File: src/rtl/alu_request_arbiter.sv
// Two-port round-robin front end for one shared combinational ALU.
// Each accepted op is issued from registered operands for one cycle, and the
// captured result is then held on the owner's response channel until consumed.
module alu_request_arbiter #(
  parameter int unsigned           DATA_WIDTH = 32,
  parameter int unsigned           CTRL_WIDTH = 4,
  parameter logic [CTRL_WIDTH-1:0] ALU_ADD    = '0
) (
  input  logic                  CLK,
  input  logic                  RST,
  // Request port 0 (execute-stage issue)
  input  logic                  Req0_Valid,
  output logic                  Req0_Ready,
  input  logic [CTRL_WIDTH-1:0] Req0_ALU_Control,
  input  logic [DATA_WIDTH-1:0] Req0_SrcA,
  input  logic [DATA_WIDTH-1:0] Req0_SrcB,
  // Request port 1 (aux/debug issue)
  input  logic                  Req1_Valid,
  output logic                  Req1_Ready,
  input  logic [CTRL_WIDTH-1:0] Req1_ALU_Control,
  input  logic [DATA_WIDTH-1:0] Req1_SrcA,
  input  logic [DATA_WIDTH-1:0] Req1_SrcB,
  // Response port 0
  output logic                  Rsp0_Valid,
  input  logic                  Rsp0_Ready,
  output logic [DATA_WIDTH-1:0] Rsp0_Result,
  output logic                  Rsp0_Branch_Condition,
  // Response port 1
  output logic                  Rsp1_Valid,
  input  logic                  Rsp1_Ready,
  output logic [DATA_WIDTH-1:0] Rsp1_Result,
  output logic                  Rsp1_Branch_Condition,
  // Shared ALU
  output logic [CTRL_WIDTH-1:0] ALU_Control,
  output logic [DATA_WIDTH-1:0] SrcA,
  output logic [DATA_WIDTH-1:0] SrcB,
  input  logic [DATA_WIDTH-1:0] ALU_Result,
  input  logic                  ALU_Branch_Condition
);

  typedef enum logic [1:0] {StIdle, StIssue, StResp} state_e;

  state_e state_q, state_d;
  logic   last_grant_q;
  logic   owner_q;
  logic   grant;
  logic   accept;
  logic   owner_rsp_ready;

  // Round-robin pick: a lone requester always wins; on contention the port
  // that was not served last wins.
  always_comb begin
    grant = 1'b0;
    if (Req0_Valid && Req1_Valid) begin
      grant = ~last_grant_q;
    end else if (Req1_Valid) begin
      grant = 1'b1;
    end
  end

  assign owner_rsp_ready = owner_q ? Rsp1_Ready : Rsp0_Ready;
  assign accept          = Req0_Ready | Req1_Ready;

  // Next-state and request-ready decode; readies only ever asserted in idle.
  always_comb begin
    state_d    = state_q;
    Req0_Ready = 1'b0;
    Req1_Ready = 1'b0;
    unique case (state_q)
      StIdle: begin
        // Hold off acceptance while reset is asserted so nothing is taken
        // on a cycle that is about to be discarded.
        if (!RST && (Req0_Valid || Req1_Valid)) begin
          Req0_Ready = ~grant;
          Req1_Ready = grant;
          state_d    = StIssue;
        end
      end
      StIssue: state_d = StResp;
      StResp: begin
        if (owner_rsp_ready) state_d = StIdle;
      end
      default: state_d = StIdle;
    endcase
  end

  // State, grant history and the operand registers that drive the ALU.
  always_ff @(posedge CLK) begin
    if (RST) begin
      state_q      <= StIdle;
      last_grant_q <= 1'b1;
      owner_q      <= 1'b0;
      ALU_Control  <= ALU_ADD;
      SrcA         <= '0;
      SrcB         <= '0;
    end else begin
      state_q <= state_d;
      if (accept) begin
        owner_q      <= grant;
        last_grant_q <= grant;
        ALU_Control  <= grant ? Req1_ALU_Control : Req0_ALU_Control;
        SrcA         <= grant ? Req1_SrcA : Req0_SrcA;
        SrcB         <= grant ? Req1_SrcB : Req0_SrcB;
      end
    end
  end

  // Response capture in issue, release on the owner's ready in resp.
  always_ff @(posedge CLK) begin
    if (RST) begin
      Rsp0_Valid            <= 1'b0;
      Rsp0_Result           <= '0;
      Rsp0_Branch_Condition <= 1'b0;
      Rsp1_Valid            <= 1'b0;
      Rsp1_Result           <= '0;
      Rsp1_Branch_Condition <= 1'b0;
    end else begin
      if (state_q == StIssue) begin
        if (owner_q) begin
          Rsp1_Valid            <= 1'b1;
          Rsp1_Result           <= ALU_Result;
          Rsp1_Branch_Condition <= ALU_Branch_Condition;
        end else begin
          Rsp0_Valid            <= 1'b1;
          Rsp0_Result           <= ALU_Result;
          Rsp0_Branch_Condition <= ALU_Branch_Condition;
        end
      end
      if (state_q == StResp && owner_rsp_ready) begin
        if (owner_q) begin
          Rsp1_Valid <= 1'b0;
        end else begin
          Rsp0_Valid <= 1'b0;
        end
      end
    end
  end

endmodule

File: config.mk
export PLATFORM = sky130hd
export DESIGN_NAME = alu_request_arbiter
export DESIGN_NICKNAME = d
export VERILOG_FILES = /design/src/rtl/alu_request_arbiter.sv
export SDC_FILE = /design/constraint.sdc
export NUM_CORES = 1
export LEC_CHECK = 0
export CAP_MARGIN = 20
export CORE_UTILIZATION = 40
export DETAILED_ROUTE_END_ITERATION = 8
export GPL_TIMING_DRIVEN = 0
export PLACE_DENSITY = 0.83
export SLEW_MARGIN = 20
export SYNTH_ARGS = -nofsm -noshare
export SYNTH_HDL_FRONTEND = slang
export SYNTH_SLANG_ARGS = --single-unit
export TNS_END_PERCENT = 20
File: constraint.sdc
create_clock -name CLK -period 3.5 [get_ports CLK]
set_input_delay 0.525 -clock CLK [delete_from_list [all_inputs] [get_ports CLK]]
set_output_delay 0.525 -clock CLK [all_outputs]
set_load 0.02 [all_outputs]
After elaboration in Yosys (flattened, before gate mapping)
Cells that the tools add are included. Widths: inputs -> output; s select.

Logic and storage cells: 50. Input port bits: 175. Register bits after elaboration: 140. Output and inout port bits: 138.

Reductions and logical operators: 9. Bitwise logic cells: 4. Eq/ne operators: 4. Mux-type cells: 21.

Operators with widths (number): $mux 32 (2); $mux 1 (15); $pmux 2 s3 (1); $reduce_and 2->1 (3); $mux 2 (2); $mux 4 (1); $ne 2x2->1 const B (2); $logic_and 1x1->1 (3); $not 1->1 (3); $eq 2x1->1 const B (1); $eq 2x2->1 const B (1); $logic_not 2->1 (1); $logic_not 1->1 (1); $logic_or 1x1->1 (1); $or 1x1->1 (1).

Depth between registers and ports, before layout
Depth in word-level cells: 6. Gate-level depth with buffers: 7. Mapped depth without buffers: 3.

Least setup slack after synthesis
OpenSTA, ideal clock, no wires.

Kind: register -> output. From: reg state_q[1]. To: out Req0_Ready. Cell stages (with the launch flop): 8. Slack: 1306 ps. Data arrival time: 1669 ps. Required time: 2975 ps. Path buffers: 4. Cell sequence: dfxtp_1 -> buf_6 -> or2_1 -> buf_2 -> or3_1 -> buf_6 -> buf_6 -> nor2_1.

Cells in the longest elaborated chain, start to end: 2.

Ends and longest elaborated chain: start: declaration (RTL line 43) `state_e state_q, state_d;`; start signal: assignment (RTL line 90) `state_q <= StIdle;`; start signal: assignment (RTL line 97) `state_q <= state_d;`; $logic_not 2->1 (RTL line 69) `unique case (state_q)`; $mux 1 (RTL line 69); end: declaration (RTL line 13) `output logic Req0_Ready,`.

No other way between the ends.

Worst setup path in the final report
From: in Req1_Valid. To: out Req1_Ready.

Cells in the longest elaborated chain, start to end: 4. Elaborated cells on any way between the ends: 7. Those cells by class: mux (4); reduce/logical (3).

Ends and longest elaborated chain: start: declaration (RTL line 18) `input logic Req1_Valid,`; $mux 1 (tied with other cells) (RTL line 56) `end else if (Req1_Valid) begin`; $mux 1 or $logic_and 1x1->1 (tied branches) (RTL line 54, 73); $mux 1 (*) (RTL line 73) `if (!RST && (Req0_Valid || Req1_Valid)) begin`; $mux 1 (*) (RTL line 69); end: declaration (RTL line 19) `output logic Req1_Ready,`.

Mark *: on every way between the ends. The rest lies on a longest branch, timed or not.

==> reports/qor_table.md <==
| Item | Reported |
|---|---|
| Largest fanout on the critical path | 10 |
| Number of buffer cells added on primary ports | 311 |
| Period Utilization, post-route | 0.9053 |
| Sort of element at the start of the critical path | input pin |
| Yosys top cell by area | dfxtp_1 |
| Remaining antenna violation count | 0 |
| Max-cap violation count | 0 |
| Sink count of the clock tree | 140 |
| Antenna violations before repair | 0 |
| Iter 0 DRT Violations | 277 |
| Achievable Freq | 0.3156 GHz |
| Mean number of vias per cell | 5.060 |
| P&R area growth vs syn | 69.07% |
| Post-synthesis instance area | 0.005668 mm^2 |
| Met1 capacity usage during global routing | 0.2885 |
| Via Count | 5865 |
| Post-layout minimum cycle time | 3169 ps |
| Leakage power summed over all cells | 3.402 nW |
| HP Class | reg -> reg |
| Logic depth of the worst register-to-register path | 5 |
| Sum of routed wire length over all layers | 19010 um |
| CORE AREA | 0.01383 mm^2 |
| Fillers | 1103 |
| Number of synthesized flops with an enable pin | 0 |
| Final layout net count | 1141 |
| Leading cell types by total area after synthesis | dfxtp_1 49%, mux2i_1 12%, o211ai_1 9.0%, nand2_1 8.9%, a21oi_1 6.3% |
| CP max stage cell | clkdlybuf4s50_1 |
| Share of the synthesized area in the top cell type | 0.4945 |
| Net Sw Power | 1.264 mW |
| Worst reg2reg endpoint | SrcB[27] |
| Comb pwr share | 0.226 |
| Number of unique standard cell types used by synthesis | 28 |
| First-pass DRT Iterations | 4 |
| Initial cell density of the core | 0.4099 |
| Number of cells in the finished layout apart from fillers | 1159 |
| Most common cell after layout, fill and taps aside | clkdlybuf4s50_1 |
| Run status | complete, no violations |
| Number of gates given a new drive strength after cts | 0 |
| Routability cong. | 0.8467 |
| Number of remaining DRC errors | 0 |
| Global-route congestion overflow total | 0 |
| Number of logic stages on the critical path including buffering | 7 |
| Post-CTS Hold Buffers | 0 |
| Sequential cell fraction of total power | 0.390 |
| H-tree Lvls | 4 |
| Register area share after synthesis | 0.4945 |
| CP Buf/Inv Count | 4 |
| Unrepaired setup endpoints after global routing | no |
| Total instance count after detailed placement | 1127 |
| Area of all sequential standard cells | 0.002803 mm^2 |
| Internal power of the cells | 3.308 mW |
| Ordered cell list for the critical path | clkdlybuf4s50_1 > a21boi_0 > buf_2 > buf_2 > nand2_1 > nor2_1 > clkdlybuf4s50_1 |
| RR Startpoint | last_grant_q |
| Final Skew | 5.882 ps |
| Hold violation count in the final report | 0 |
| Slack of the worst reg-to-reg path | 1440 ps |
| Global routing usage on met3 | 0.07707 |
| Detail Placement HPWL | 14450 um |
| Top-level I/O count | 313 |
| Net Sw Frac | 0.2764 |
| Std-Cell Rows | 43 |
| First-pass GRT wire length | 28950 um |
| Die extent in y | 121.0 um |
| TNS Setup | 0 ps |
| Yosys warning count | 0 |
| Element type at the critical path end | output port |
| Clock tree from TritonCTS | built |
| Main flop type after synthesis | dfxtp_1 |
| Worst-margin pin slew | 896.6 ps |
| Arr. time, crit path | 2640 ps |
| Number of global-route vias before repair | 5543 |
| X dimension of the die | 121.0 um |
| Post-Syn Instances | 636 |
| Clock tree root driver cell | clkbuf_16 |
| Share of flip-flops with an asynchronous set or reset after synthesis | 0 |
| Gr usage total | 0.2595 |
| Post-Synthesis Net Count | 811 |
| Number of buffers created by CTS | 17 |
| Count of final setup violators | 0 |
| Met2 track demand over resource in global routing | 0.4404 |
| Start-to-end type of the worst setup path | in -> out |
| Clk_lat worst skew | 420 ps |
| Busiest grt layer | met2 |
| CP max stage delay | 650 ps |
| Footprint of the multi-input gates | 0.002550 mm^2 |
| Post CTS Setup Buffer Count | 0 |
| Kind of cell adding the most delay to the critical path | buffers and inverters |
| CP Launch Point | Req1_Valid |
| Required time worst endpoint | 2970 ps |
| Clock network power share | 0.384 |
| Avg Inst Size Synth | 8.912 um^2 |
| Layout cells sized above 1 | 0.05312 |
| Total power divided by cell area | 477.1 mW/mm^2 |
| Most frequent cells in the layout | 311 x clkdlybuf4s50_1, 140 x dfxtp_1, 134 x nand2_1 |
| Buffers from clock root to sink, at most | 2 |
| Worst vdd ir | 0.3769 mV |
| Count of inserted antenna diode cells | 0 |
| Pin count of the biggest net entering global routing | 17 |
| Timing endpoint of the critical path | Req1_Ready |
| Number of pins with negative max-slew slack in the final report | 0 |
| Synth Register Bits | 140 |
| Normalized max-slew margin | 0.4022 |
| Clock-pin slew of the registers on the worst-case setup and hold paths | 60 ps |
| Die Footprint | 0.01465 mm^2 |
| Routed len/inst | 16.40 um |
## power groups by stage
stage	Combinational [mW]	Clock, mW	Sequential, mW
after global routing	1.10	1.84	1.80
after detailed placement	1.03	0	1.82
after global placement	1.03	0	1.81
final	1.03	1.76	1.78
after floorplan	0.331	0	1.96
after CTS	1.04	1.78	1.78
## cells in the mapped netlist, types with 2 or more instances
cell and number:
dfxtp_1 140, nand2_1 134, a21oi_1 71, mux2i_1 68
o211ai_1 68, o21ai_1 63, clkbuf_1 49, buf_6 9
o21ai_2 5, nor2_1 4, o21ai_0 4, buf_2 3
buf_1 2, nand2b_1 2
## worst min path at each step
stage,from,to,cells after the start
floorplan,last_grant_q,last_grant_q,2
global placement,Rsp1_Result[1],Rsp1_Result[1],2
detailed placement,Rsp0_Result[11],Rsp0_Result[11],2
CTS,Rsp1_Result[3],Rsp1_Result[3],2
global route,Rsp1_Result[11],Rsp1_Result[11],2
finish,Rsp1_Result[3],Rsp1_Result[3],2
## tightest hold or removal path: stages, from the launching register on
cell and delay [ps]:
dfxtp_1 300, nand2_1 50, a21oi_1 50
## sequential cells by signal (all words and copies together) (netlist names), named ones only
register,count
ALU_Control,4
Rsp0_Branch_Condition,1
Rsp0_Result,32
Rsp1_Branch_Condition,1
Rsp1_Result,32
SrcA,32
SrcB,32
last_grant_q,1
owner_q,1
state_q,2
## cells by family (layout without fill, tap and decap cells)
kind of cell	after synthesis	count (layout)	synth area share
AO/OA/AOI/OAI	214	214	0.2236
AND/OR/NAND/NOR	149	149	0.1062
flip-flops	140	140	0.4945
multiplexers	68	68	0.1201
buffers and inverters	65	408	0.05563
## through the flow
stage | area, um^2 | setup WS, ps | util | power, mW | hold WS [ps]
6_report | 9583 | 331.5 | 0.6931 | 4.572 | 450.4
5_1_grt | 9583 | 151.7 | 0.6931 | 4.738 | 469.5
4_1_cts | 9583 | 323.0 | 0.6931 | 4.602 | 453.9
3_5_place_dp | 9006 | 361.1 | 0.6513 | 2.850 | 446.2
3_3_place_gp | 9006 | 362.7 | 0.6513 | 2.839 | 441.1
2_1_floorplan | 5668 | 1306 | - | 2.287 | 490.8
## area by class of cell
type                            instances  area share
Buffer                                 63     0.03212
Clock buffer                           19     0.04726
Sequential cell                       140      0.2925
Clock inverter                         13     0.01293
Inverter                                2   0.0007834
Tap cell                              180     0.02350
Multi-Input combinational cell        431      0.2661
Timing Repair Buffer                  311      0.3248
## metal layers
| layer | part of all wire | vias to the layer above | wire (um) |
|---|---|---|---|
| met5 | 0 | - | 0 |
| met4 | 0.046 | 0 | 868 |
| met3 | 0.082 | 55 | 1552 |
| met2 | 0.49 | 263 | 9227 |
| met1 | 0.39 | 2647 | 7359 |
| li1 | - | 2900 | - |
Power figures use the tool's default switching activity.
